`config.mk`:
```
export PLATFORM = sky130hd
export DESIGN_NAME = csela_pipe_flat
export DESIGN_NICKNAME = d
export VERILOG_FILES = /design/src/rtl/csela_pipe_if.sv /design/src/rtl/csela_pipe.sv /design/src/flat_wrapper.sv
export SDC_FILE = /design/constraint.sdc
export NUM_CORES = 1
export LEC_CHECK = 0
export ABC_AREA = 0
export BUFFER_PORTS_ARGS = -buffer_cell sky130_fd_sc_hd__buf_2
export CAP_MARGIN = 5
export CORE_MARGIN = 3
export CORE_UTILIZATION = 40
export DETAILED_ROUTE_END_ITERATION = 10
export GPL_ROUTABILITY_DRIVEN = 0
export PLACE_DENSITY = 0.68
export REMOVE_ABC_BUFFERS = 1
export SKIP_LAST_GASP = 1
export SYNTH_ARGS = -nofsm -noshare
export SYNTH_HDL_FRONTEND = slang
export SYNTH_SLANG_ARGS = --single-unit
```
`constraint.sdc`:
```
create_clock -name clk -period 8.37 [get_ports clk]
set_input_delay 0 -clock clk [delete_from_list [all_inputs] [get_ports clk]]
set_output_delay 0 -clock clk [all_outputs]
set_load 0.02 [all_outputs]
```
`src/rtl/csela_pipe_if.sv`:
```
`default_nettype none
// +----------------------------------------------------------------------+
// | csela_pipe_if : operand/result handshake bundle for csela_pipe       |
// | Rev 1.0                                                              |
// +----------------------------------------------------------------------+
interface csela_pipe_if #(
   parameter int WIDTH = 32
);
   logic             in_valid;
   logic             in_ready;
   logic [WIDTH-1:0] a;
   logic [WIDTH-1:0] b;
   logic             cin;
   logic             sub;
   logic             out_valid;
   logic             out_ready;
   logic [WIDTH-1:0] sum;
   logic             cout;
   logic             ovf;

   modport master (
      output in_valid, a, b, cin, sub, out_ready,
      input  in_ready, out_valid, sum, cout, ovf
   );

   modport slave (
      input  in_valid, a, b, cin, sub, out_ready,
      output in_ready, out_valid, sum, cout, ovf
   );
endinterface
`default_nettype wire

```
`src/rtl/csela_pipe.sv`:
```
`default_nettype none
// +----------------------------------------------------------------------+
// | csela_pipe : pipelined carry-select adder/subtractor, one BLK-bit    |
// |              block resolved per stage, valid/ready on both sides     |
// | Rev 1.0                                                              |
// +----------------------------------------------------------------------+
module csela_pipe #(
   parameter int WIDTH = 32,
   parameter int BLK   = 8
) (
   input  logic           clk,
   input  logic           rst_n,
   csela_pipe_if.slave    bus
);
   localparam int S = WIDTH / BLK;

   // Operands are kept right-aligned: the next block to resolve always sits in bits [BLK-1:0].
   logic [WIDTH-1:0] r_a   [S];
   logic [WIDTH-1:0] r_b   [S];
   logic [WIDTH-1:0] r_sum [S];
   logic [S-1:0]     r_c;
   logic [S-1:0]     r_v;
   logic             r_ovf;

   logic             w_adv;
   logic [WIDTH-1:0] w_a_in    [S];
   logic [WIDTH-1:0] w_b_in    [S];
   logic [WIDTH-1:0] w_sum_in  [S];
   logic [WIDTH-1:0] w_sum_out [S];
   logic [BLK:0]     w_blk     [S];
   logic [S-1:0]     w_c_in;
   logic [S-1:0]     w_c_out;
   logic [S-1:0]     w_v_in;
   logic             w_ovf;

   function automatic logic [BLK:0] blk_add(
      input logic [BLK-1:0] x,
      input logic [BLK-1:0] y,
      input logic           c
   );
      logic [BLK:0] s0;
      logic [BLK:0] s1;
      s0 = {1'b0, x} + {1'b0, y};
      s1 = {1'b0, x} + {1'b0, y} + {{BLK{1'b0}}, 1'b1};
      return c ? s1 : s0;
   endfunction

   assign w_adv         = !r_v[S-1] || bus.out_ready;
   assign bus.in_ready  = w_adv;
   assign bus.out_valid = r_v[S-1];
   assign bus.sum       = r_sum[S-1];
   assign bus.cout      = r_c[S-1];
   assign bus.ovf       = r_ovf;

   always_comb begin
      w_a_in[0]   = bus.a;
      w_b_in[0]   = bus.sub ? ~bus.b : bus.b;
      w_c_in[0]   = bus.sub | bus.cin;
      w_v_in[0]   = bus.in_valid;
      w_sum_in[0] = '0;
      for (int k = 1; k < S; k++) begin
         w_a_in[k]   = r_a[k-1];
         w_b_in[k]   = r_b[k-1];
         w_c_in[k]   = r_c[k-1];
         w_v_in[k]   = r_v[k-1];
         w_sum_in[k] = r_sum[k-1];
      end
   end

   always_comb begin
      for (int k = 0; k < S; k++) begin
         w_blk[k]                   = blk_add(w_a_in[k][BLK-1:0], w_b_in[k][BLK-1:0], w_c_in[k]);
         w_sum_out[k]               = w_sum_in[k];
         w_sum_out[k][k*BLK +: BLK] = w_blk[k][BLK-1:0];
         w_c_out[k]                 = w_blk[k][BLK];
      end
      // Carry into the MSB is recovered from the final block's top sum bit and operand bits.
      w_ovf = w_blk[S-1][BLK-1] ^ w_a_in[S-1][BLK-1] ^ w_b_in[S-1][BLK-1] ^ w_blk[S-1][BLK];
   end

   always_ff @(posedge clk or negedge rst_n) begin
      if (!rst_n) begin
         r_v   <= '0;
         r_c   <= '0;
         r_ovf <= 1'b0;
         for (int k = 0; k < S; k++) begin
            r_a[k]   <= '0;
            r_b[k]   <= '0;
            r_sum[k] <= '0;
         end
      end else if (w_adv) begin
         r_v <= w_v_in;
         for (int k = 0; k < S; k++) begin
            // The output stage only takes valid slots so the last result holds across bubbles.
            if ((k < S-1) || w_v_in[k]) begin
               r_a[k]   <= w_a_in[k] >> BLK;
               r_b[k]   <= w_b_in[k] >> BLK;
               r_sum[k] <= w_sum_out[k];
               r_c[k]   <= w_c_out[k];
            end
         end
         if (w_v_in[S-1]) begin
            r_ovf <= w_ovf;
         end
      end
   end
endmodule
`default_nettype wire
```
`src/flat_wrapper.sv`:
```
// flat-port wrapper written by rule: the top's interface ports become plain ports
module csela_pipe_flat 
#(
   parameter int WIDTH = 32,
   parameter int BLK   = 8
)
  (clk, rst_n, bus_in_valid, bus_a, bus_b, bus_cin, bus_sub, bus_out_ready, bus_in_ready, bus_out_valid, bus_sum, bus_cout, bus_ovf);
  csela_pipe_if #(.WIDTH(WIDTH)) bus_i ();
  input  logic clk;
  input  logic rst_n;
  input wire logic [$bits(bus_i.in_valid)-1:0] bus_in_valid;
  input wire logic [$bits(bus_i.a)-1:0] bus_a;
  input wire logic [$bits(bus_i.b)-1:0] bus_b;
  input wire logic [$bits(bus_i.cin)-1:0] bus_cin;
  input wire logic [$bits(bus_i.sub)-1:0] bus_sub;
  input wire logic [$bits(bus_i.out_ready)-1:0] bus_out_ready;
  output wire logic [$bits(bus_i.in_ready)-1:0] bus_in_ready;
  output wire logic [$bits(bus_i.out_valid)-1:0] bus_out_valid;
  output wire logic [$bits(bus_i.sum)-1:0] bus_sum;
  output wire logic [$bits(bus_i.cout)-1:0] bus_cout;
  output wire logic [$bits(bus_i.ovf)-1:0] bus_ovf;
  assign bus_i.in_valid = bus_in_valid;
  assign bus_i.a = bus_a;
  assign bus_i.b = bus_b;
  assign bus_i.cin = bus_cin;
  assign bus_i.sub = bus_sub;
  assign bus_i.out_ready = bus_out_ready;
  assign bus_in_ready = bus_i.in_ready;
  assign bus_out_valid = bus_i.out_valid;
  assign bus_sum = bus_i.sum;
  assign bus_cout = bus_i.cout;
  assign bus_ovf = bus_i.ovf;
  csela_pipe #(.WIDTH(WIDTH), .BLK(BLK)) u_core (.clk(clk), .rst_n(rst_n), .bus(bus_i));
endmodule
```
==> impl_metrics.tcl, run 1 <==
set metrics [dict create \
    drv_cap 0 \
    setup_tns_ns 0 \
    clk_latency_ns 0.43 \
    area_growth_pct 17.92 \
    hold_path_end "u_core.r_sum[96]" \
    drive_above_1_share 0.1609 \
    clk_pin_slew_ns 0.07 \
    crit_slowest_cell "nand2_2" \
    r2r_cells 6 \
    core-area_sq_um 22230 \
    postSynthAreaPerCell_sq_um 9.343 \
    drtIter0Drc 355 \
    grt.total_usage 0.1470 \
    synth-edff-count 0 \
    cts_resized 0 \
    dp_hpwl_um 11420 \
    num_antenna_cells 0 \
    synth_common_cells "nand2_1, dfrtp_1, o21ai_0" \
    p_leak_nw 5.265 \
    regToRegEndpoint "u_core.bus.ovf" \
    initial_utilization 0.4140 \
    worstMarginPinSlew_ns 0.9305 \
    ios 106 \
    cts.sinks 185 \
    grt_overflow 0 \
    worst-path-buf-inv 2 \
    crit_required_ns 8.67 \
    reg2reg_from "u_core.r_v[3]" \
    netlist_area_sq_um 9203 \
    cp.depth 6 \
    postRouteAntennaNets 0 \
    dp.cells 1298 \
    first_pass_iters 4 \
    cts_buffer_depth 2 \
    syn_inst 985 \
    numPortBuffers 105 \
    ir_drop_mv 0.1495 \
    synth.area.top_cells "dfrtp_1, nand2_1, ha_1" \
    hp-class "in2reg" \
    synth_seq_cells 185 \
    r2r_slack_ns 5.25 \
    synth_top_area_frac 0.5031 \
    vias 6541 \
    grt_pass1_vias 6463 \
    postPlaceCellArea_sq_um 9728 \
    nFillCells 2100 \
    cts-buffers-inserted 17 \
    critical_path_class "reg2reg" \
    die_h_um 157.7 \
    antenna_found_initial 0 \
    cp-start-kind "register" \
    status "finished clean" \
    hold_start "bus_a[0]" \
    stdcell_area_sq_um 10850 \
    die_w_um 157.7 \
    remaining_drc_errors 0 \
    cp_top_family "simple AND/OR/NAND/NOR gates" \
    finalMaxSlewViolations 0 \
    yosysSeqAreaShare 0.5031 \
    fin_cells 1380 \
    finalWirelength_um 17340 \
    cts_tree "built" \
    ys_dominant_reg_cell "dfrtp_1" \
    clock-root-buffer "clkbuf_16" \
    fin_crit_ns 3.122 \
    rows 54 \
    max-slew-margin-rel 0.3796 \
    ys_async_sr_fraction 1.000 \
    crit_arrival_ns 3.42 \
    setup_viol 0 \
    finalNetCount 1197 \
    crit_chain "nor2b_4 -> buf_4 -> inv_4 -> nand2_2 -> nor4_1 -> or3b_1" \
    rsz0062_at_grt "false" \
    dieArea_sq_um 24860 \
    cellPowerDensity_nw_per_um2 383.6 \
    finalCritPeriodShare 0.3731 \
    cp-end-kind "register" \
    synth_top_cell_by_area "dfrtp_1" \
    ys_types 57 \
    crit_fanout 96 \
    cts_htree_levels 4 \
    synth.most_common_cell "nand2_1" \
    ys_warn_count 0 \
    crit_start "u_core.r_v[3]" \
    grt_max_degree 117 \
    min_path_cells 4 \
    vias_per_cell 4.740 \
    grt_pass1_wl_um 30020 \
    fin_skew_ns 0.01125 \
    wl_per_cell_um 12.56 \
    fmax_mhz 320.3 \
    hold_viol 0 \
    cpPeakStageDelay_ns 0.83 \
]
## worst max path at each step
stage | endpoint
after floorplan | u_core.bus.ovf
after global placement | u_core.bus.ovf
after detailed placement | u_core.r_c[0]
after CTS | u_core.bus.ovf
after global routing | u_core.bus.ovf
final | u_core.bus.ovf
## layout by cell type, fill, tap and decap left out, types with 4 or more instances in the layout
| master | instances |
|---|---|
| ha_1 | 36 |
| nor3_1 | 10 |
| fa_1 | 4 |
| nand3_1 | 11 |
| nor2_1 | 22 |
| buf_4 | 5 |
| xor2_1 | 25 |
| inv_6 | 4 |
| bufinv_16 | 4 |
| buf_2 | 104 |
| xnor2_1 | 49 |
| a21oi_1 | 23 |
| dfrtp_1 | 185 |
| o21a_1 | 5 |
| inv_1 | 14 |
| dlygate4sd3_1 | 50 |
| and4_1 | 4 |
| nand2_1 | 358 |
| o31ai_1 | 7 |
| o21ai_0 | 53 |
| clkbuf_16 | 17 |
| mux2_2 | 24 |
| o21ai_1 | 6 |
| a21o_1 | 6 |
| and3_1 | 6 |
| nand4_1 | 4 |
## metal layers
metal | up-vias | GRT usage | part of all wire
met5 | - | 0 | 0
met1 | 3043 | 0.1864 | 0.46
li1 | 3401 | - | -
met4 | 0 | 0.04380 | 0.013
met2 | 82 | 0.2542 | 0.49
met3 | 15 | 0.03034 | 0.033
## cells by family (layout without fill, tap and decap cells)
family,count (synthesis),in the layout,share of synthesized area
buffers and inverters,93,208,0.05098
adder cells (fa/ha/maj),40,40,0.05765
flip-flops,185,185,0.5031
AND/OR/NAND/NOR,438,438,0.1939
AO/OA/AOI/OAI,127,127,0.08892
multiplexers,27,27,0.03263
XOR/XNOR,75,75,0.07288
## report_power, final
group / switching [mW] / internal [mW] / leakage [nW]
registers: 0.216 / 1.29 / 2.24
logic: 1.03 / 0.772 / 2.73
clock network: 0.343 / 0.506 / 0.298
total: 1.59 / 2.57 / 5.27
## through the flow
stage	utilization	hold WS, ns	power, mW	setup slack, ns
6_report	0.4882	0.05828	4.162	5.248
5_1_grt	0.4882	0.09047	4.544	4.900
4_1_cts	0.4882	0.04753	4.226	5.137
3_5_place_dp	0.4376	0.1932	3.335	5.152
3_3_place_gp	0.4376	0.1894	3.271	5.184
2_1_floorplan	-	-0.2956	2.924	-4.617
## final cells by class
type	instances	area (sq um)	share of cell area
clock inverter	12	186.4	0.01718
timing repair buffer	160	1072	0.09881
tap	280	350.3	0.03228
clock buffer	20	436.7	0.04024
multi-input combinational	707	4114	0.3791
sequential	185	4629	0.4266
inverter	16	62.56	0.005765
## worst min-delay path: cells and delay by family
| family | cells | cell delay [ns] |
|---|---|---|
| AOI/OAI and AO/OA | 1 | 0.06 |
| xor gates and xnor gates | 1 | 0.13 |
| adders and majority gates | 1 | 0.17 |
| buffers and inverters | 1 | 0.08 |
## repair_timing
action / CTS / global route
setup buffers: 0 / 0
hold buffers: 50 / 0
endpoints found under the hold margin: 164 / 0
## registers in the layout, indices dropped and copies added (netlist names)
name            cells
u_core.bus.sum     32
u_core.r_sum       48
u_core.r_c          4
u_core.r_a         48
u_core.r_b         48
u_core.r_v          4
u_core.bus.ovf      1
(Power assumes the default switching activity.)
==> run 2, diff against run 1 <==
==> constraint.sdc (replaced) <==
create_clock -name clk -period 3.26 [get_ports clk]
set_input_delay 0 -clock clk [delete_from_list [all_inputs] [get_ports clk]]
set_output_delay 0 -clock clk [all_outputs]
set_load 0.02 [all_outputs]
==> impl_metrics.tcl, run 2 (synthesis gave the netlist of run 1 again) <==
set metrics [dict create \
    cpPeakStageDelay_ns 0.44 \
    first_pass_iters 8 \
    finalCritPeriodShare 0.8819 \
    drv_cap 0 \
    worst-path-buf-inv 0 \
    cellPowerDensity_nw_per_um2 987.5 \
    crit_chain "ha_1 -> fa_1 -> a211oi_2 -> o21ai_2 -> a221oi_4 -> and4_1 -> xnor3_1 -> o2111ai_1 -> or3b_1" \
    drive_above_1_share 0.1667 \
    stdcell_area_sq_um 10930 \
    cp_top_family "compound AO/OA/AOI/OAI gates" \
    crit_arrival_ns 3.18 \
    status "finished clean" \
    dp_hpwl_um 11700 \
    comb_power_share 0.431 \
    final_common_cell "nand2_1" \
    grt.total_usage 0.1515 \
    clk_latency_ns 0.42 \
    largest_registers "u_core.r_a (48), u_core.r_b (48), u_core.r_sum (48)" \
    intPower_mw 6.645 \
    cp-start-kind "register" \
    remaining_drc_errors 0 \
    area_growth_pct 18.72 \
    hold_viol 0 \
    seq_power_share 0.359 \
    die_w_um 157.7 \
    ir_drop_mv 0.4776 \
    p_leak_nw 5.306 \
    ios 106 \
    cts.sinks 185 \
    crit_fanout 4 \
    finalNetCount 1201 \
    clock-root-buffer "clkbuf_16" \
    p_clk_frac 0.210 \
    grt_pass1_wl_um 30860 \
    grt_max_degree 188 \
    critical_path_class "reg2reg" \
    r2r_cells 9 \
    worstMarginPinSlew_ns 0.8483 \
    rsz0062_at_grt "false" \
    numPortBuffers 105 \
    setup_tns_ns 0 \
    cts-buffers-inserted 17 \
    grt_overflow 0 \
    total_power_mw 10.79 \
    sw_frac_of_total 0.3841 \
    crit_required_ns 3.56 \
    crit_slowest_cell "fa_1" \
    fin_crit_ns 2.875 \
    cp-end-kind "register" \
    rows 54 \
    finalMaxSlewViolations 0 \
    setup_viol 0 \
    hp-class "in2reg" \
    initial_utilization 0.4140 \
    grt_pass1_vias 6601 \
    vias 6671 \
    cts_tree "built" \
    postPlaceCellArea_sq_um 9771 \
    antenna_found_initial 0 \
    vias_per_cell 4.820 \
    cts_htree_levels 4 \
    net-switching-power_mw 4.144 \
    die_h_um 157.7 \
    cts_resized 0 \
    clk_pin_slew_ns 0.07 \
    holdWs_ns 0.06636 \
    num_antenna_cells 0 \
    cts_buffer_depth 2 \
    fin_skew_ns 0.008104 \
    cp.depth 9 \
    min_path_cells 4 \
    wl_per_cell_um 12.92 \
    fmax_mhz 347.8 \
    core-area_sq_um 22230 \
    postRouteAntennaNets 0 \
    mostFrequentLayoutCells "nand2_1, dfrtp_1, buf_2, o21ai_0, dlygate4sd3_1" \
    drtIter0Drc 269 \
    max-slew-margin-rel 0.4344 \
    finalWirelength_um 17890 \
    dieArea_sq_um 24860 \
]
[run 2: worst min-delay path, delay by kind of cell]
kind / cells / cell delay (ns)
compound gates: 1 / 0.06
xor+xnor: 1 / 0.13
fa+ha+maj: 1 / 0.17
buf+inv: 1 / 0.08
[run 2: worst paths after layout]
| kind | slack [ns] | to | start |
|---|---|---|---|
| min in group asynchronous | 0.20 | u_core.r_sum[96] | rst_n |
| max in group asynchronous | 2.05 | u_core.r_b[108] | rst_n |
| hold reg to reg | 0.46 | u_core.r_sum[46] | u_core.r_sum[46] |
| hold / removal | 0.07 | u_core.r_sum[96] | bus_a[0] |
| setup reg to reg | 0.39 | u_core.bus.ovf | u_core.r_b[32] |
| setup / recovery | 0.39 | u_core.bus.ovf | u_core.r_b[32] |
[run 2: metal layers]
| layer | track usage | vias to the layer above | part of all wire |
|---|---|---|---|
| li1 | - | 3416 | - |
| met1 | 0.1981 | 3122 | 0.47 |
| met2 | 0.2561 | 109 | 0.48 |
| met3 | 0.02597 | 24 | 0.028 |
| met4 | 0.05083 | 0 | 0.018 |
| met5 | 0 | - | 0 |
[run 2: final cells by class]
cell class | count | area, sq um
flip-flops and latches | 185 | 4629
well taps | 280 | 350.3
repair buffers | 164 | 1115
multi-input cells | 707 | 4114
fillers | 2090 | 11300
inverters | 16 | 62.56
clock inverters | 14 | 215.2
clock buffers | 18 | 439.2
[run 2: repair_timing]
| action | in CTS | in global routing |
|---|---|---|
| setup endpoints to repair | 0 | 0 |
| endpoints found under the hold margin | 143 | 0 |
| hold buffers | 50 | 0 |
| setup buffers | 0 | 0 |
[run 2: stage by stage]
stage	utilization	instances	setup slack [ns]
2_1_floorplan	-	908	-9.727
3_3_place_gp	0.4395	1302	0.4518
3_5_place_dp	0.4395	1302	0.3897
4_1_cts	0.4915	1384	0.3840
5_1_grt	0.4915	1384	0.2320
6_report	0.4915	1384	0.3850
[run 2: power by group through the flow]
stage | registers (mW) | logic, mW | clock network [mW]
final | 3.87 | 4.65 | 2.26
after global routing | 4.02 | 5.29 | 2.44
after CTS | 3.89 | 4.72 | 2.33
after detailed placement | 3.92 | 4.64 | 0
after global placement | 3.89 | 4.53 | 0
after floorplan | 4.05 | 3.46 | 0
==> run 3, diff against run 2 <==
==> constraint.sdc (replaced) <==
create_clock -name clk -period 3.26 [get_ports clk]
set_input_delay 0 -clock clk [delete_from_list [all_inputs] [get_ports clk]]
set_output_delay 0 -clock clk [all_outputs]
set_load 0.05 [all_outputs]
==> impl_metrics.tcl, run 3 (synthesis gave the netlist of run 1 again) <==
set metrics [dict create \
    drtIter0Drc 252 \
    dr_wl_met2_um 8523 \
    dp_hpwl_um 11720 \
    r2r_cells 9 \
    hp-class "in2reg" \
    status "finished clean" \
    highest_layer "met4" \
    grt_pass1_wl_um 30040 \
    reg2reg_from "u_core.r_a[32]" \
    fin_skew_ns 0.008296 \
    hold_viol 0 \
    holdWs_ns 0.06569 \
    dp_slack_ns 0.3976 \
    fin_cells 1384 \
    fin_crit_ns 2.878 \
    numPortBuffers 105 \
    grt_max_degree 188 \
    ios 106 \
    grt.total_usage 0.1477 \
    cts-buffers-inserted 17 \
    first_pass_iters 4 \
    cpPeakStageDelay_ns 0.44 \
    crit_required_ns 3.57 \
    dr_wl_met3_um 475 \
    finalWirelength_um 17500 \
    final_common_cell "nand2_1" \
    finalMaxSlewViolations 0 \
    cp-start-kind "register" \
    crit_slowest_cell "fa_1" \
    rsz0062_at_grt "false" \
    regToRegEndpoint "u_core.bus.ovf" \
    hold_path_end "u_core.r_sum[96]" \
    dieArea_sq_um 24860 \
    die_w_um 157.7 \
    vias 6633 \
    clk_latency_ns 0.42 \
    cp-end-kind "register" \
    drv_cap 0 \
    area_growth_pct 17.74 \
    postCtsSetupBuffers 0 \
    grt_overflow 0 \
    clock-root-buffer "clkbuf_16" \
    critical_path_class "reg2reg" \
    largest_registers "u_core.r_a (48), u_core.r_b (48), u_core.r_sum (48)" \
    postRouteAntennaNets 0 \
    postPlaceCellArea_sq_um 9771 \
    crit_fanout 4 \
    core-area_sq_um 22230 \
    wl_met1_um 8176 \
    hold_start "bus_a[0]" \
    crit_arrival_ns 3.18 \
    r2r_slack_ns 0.38 \
    cts_buffer_depth 2 \
    mostFrequentLayoutCells "nand2_1, dfrtp_1, buf_2, o21ai_0, dlygate4sd3_1" \
    grt_pass1_vias 6562 \
    antenna_found_initial 0 \
    p_leak_nw 5.267 \
    vias_per_cell 4.793 \
    crit_chain "ha_1 -> fa_1 -> a211oi_2 -> o21ai_2 -> a221oi_4 -> and4_1 -> xnor3_1 -> o2111ai_1 -> or3b_1" \
    worstMarginPinSlew_ns 0.8642 \
    ir_drop_mv 0.4408 \
    rows 54 \
    setup_viol 0 \
    finalNetCount 1201 \
    crit_start "u_core.r_a[32]" \
    cts.sinks 185 \
    initial_utilization 0.4140 \
    fmax_mhz 347.5 \
    min_path_cells 4 \
    num_antenna_cells 0 \
    clk_pin_slew_ns 0.07 \
    die_h_um 157.7 \
    wl_per_cell_um 12.65 \
    setup_ws_ns 0.3821 \
    setup_tns_ns 0 \
    cellPowerDensity_nw_per_um2 1014 \
    finalCritPeriodShare 0.8828 \
    cts_htree_levels 4 \
    drive_above_1_share 0.1649 \
    cts_tree "built" \
    stdcell_area_sq_um 10840 \
    remaining_drc_errors 0 \
    dp.cells 1302 \
    max-slew-margin-rel 0.4238 \
]
[run 3: cell types whose count changed in the layout (fill, tap and decap cells not counted), sizes merged]
cell and delta:
bufinv -3, inv +1, clkbuf +2
[run 3: routing by layer]
| layer | GRT usage | vias up |
|---|---|---|
| li1 | - | 3420 |
| met1 | 0.1884 | 3102 |
| met2 | 0.2532 | 90 |
| met3 | 0.02269 | 21 |
| met4 | 0.05785 | 0 |
| met5 | 0 | - |
[run 3: through the flow]
step | utilization | power, mW
final | 0.4874 | 10.99
after global routing | 0.4874 | 11.93
after CTS | 0.4874 | 11.15
after detailed placement | 0.4395 | 9.065
after global placement | 0.4395 | 8.915
after floorplan | - | 7.996
[run 3: how the worst max path moves through the flow]
| stage | to | cells past startpoint |
|---|---|---|
| 2_1_floorplan | u_core.bus.ovf | 5 |
| 3_3_place_gp | u_core.bus.ovf | 9 |
| 3_5_place_dp | u_core.bus.ovf | 9 |
| 4_1_cts | u_core.bus.ovf | 9 |
| 5_1_grt | u_core.bus.ovf | 9 |
| 6_report | u_core.bus.ovf | 9 |
[run 3: worst max-delay path, delay by kind of cell (launching register included)]
| family | cells | cell delay, ns |
|---|---|---|
| DFF | 1 | 0.40 |
| AOI/OAI and AO/OA | 4 | 0.81 |
| xor gates and xnor gates | 1 | 0.25 |
| and+or+nand+nor | 2 | 0.64 |
| adders and majority gates | 2 | 0.66 |
[run 3: layout make-up]
type / instances / area [sq um]
fillers: 2102 / 11390
clock inverters: 12 / 117.6
inverters: 16 / 62.56
well taps: 280 / 350.3
multi-input cells: 707 / 4114
clock buffers: 20 / 446.7
repair buffers: 164 / 1115
flip-flops and latches: 185 / 4629
[run 3: power by group]
part	total, mW	leakage, nW	internal, mW	switching, mW
Clock	1.99	0.278	1.09	0.904
Combinational	5.14	2.75	2.00	3.14
Sequential	3.87	2.24	3.32	0.547
[run 3: repair_timing]
item	4_1_cts	5_1_grt
gates resized for setup	0	0
hold buffers	50	0
hold endpoints to repair	143	0
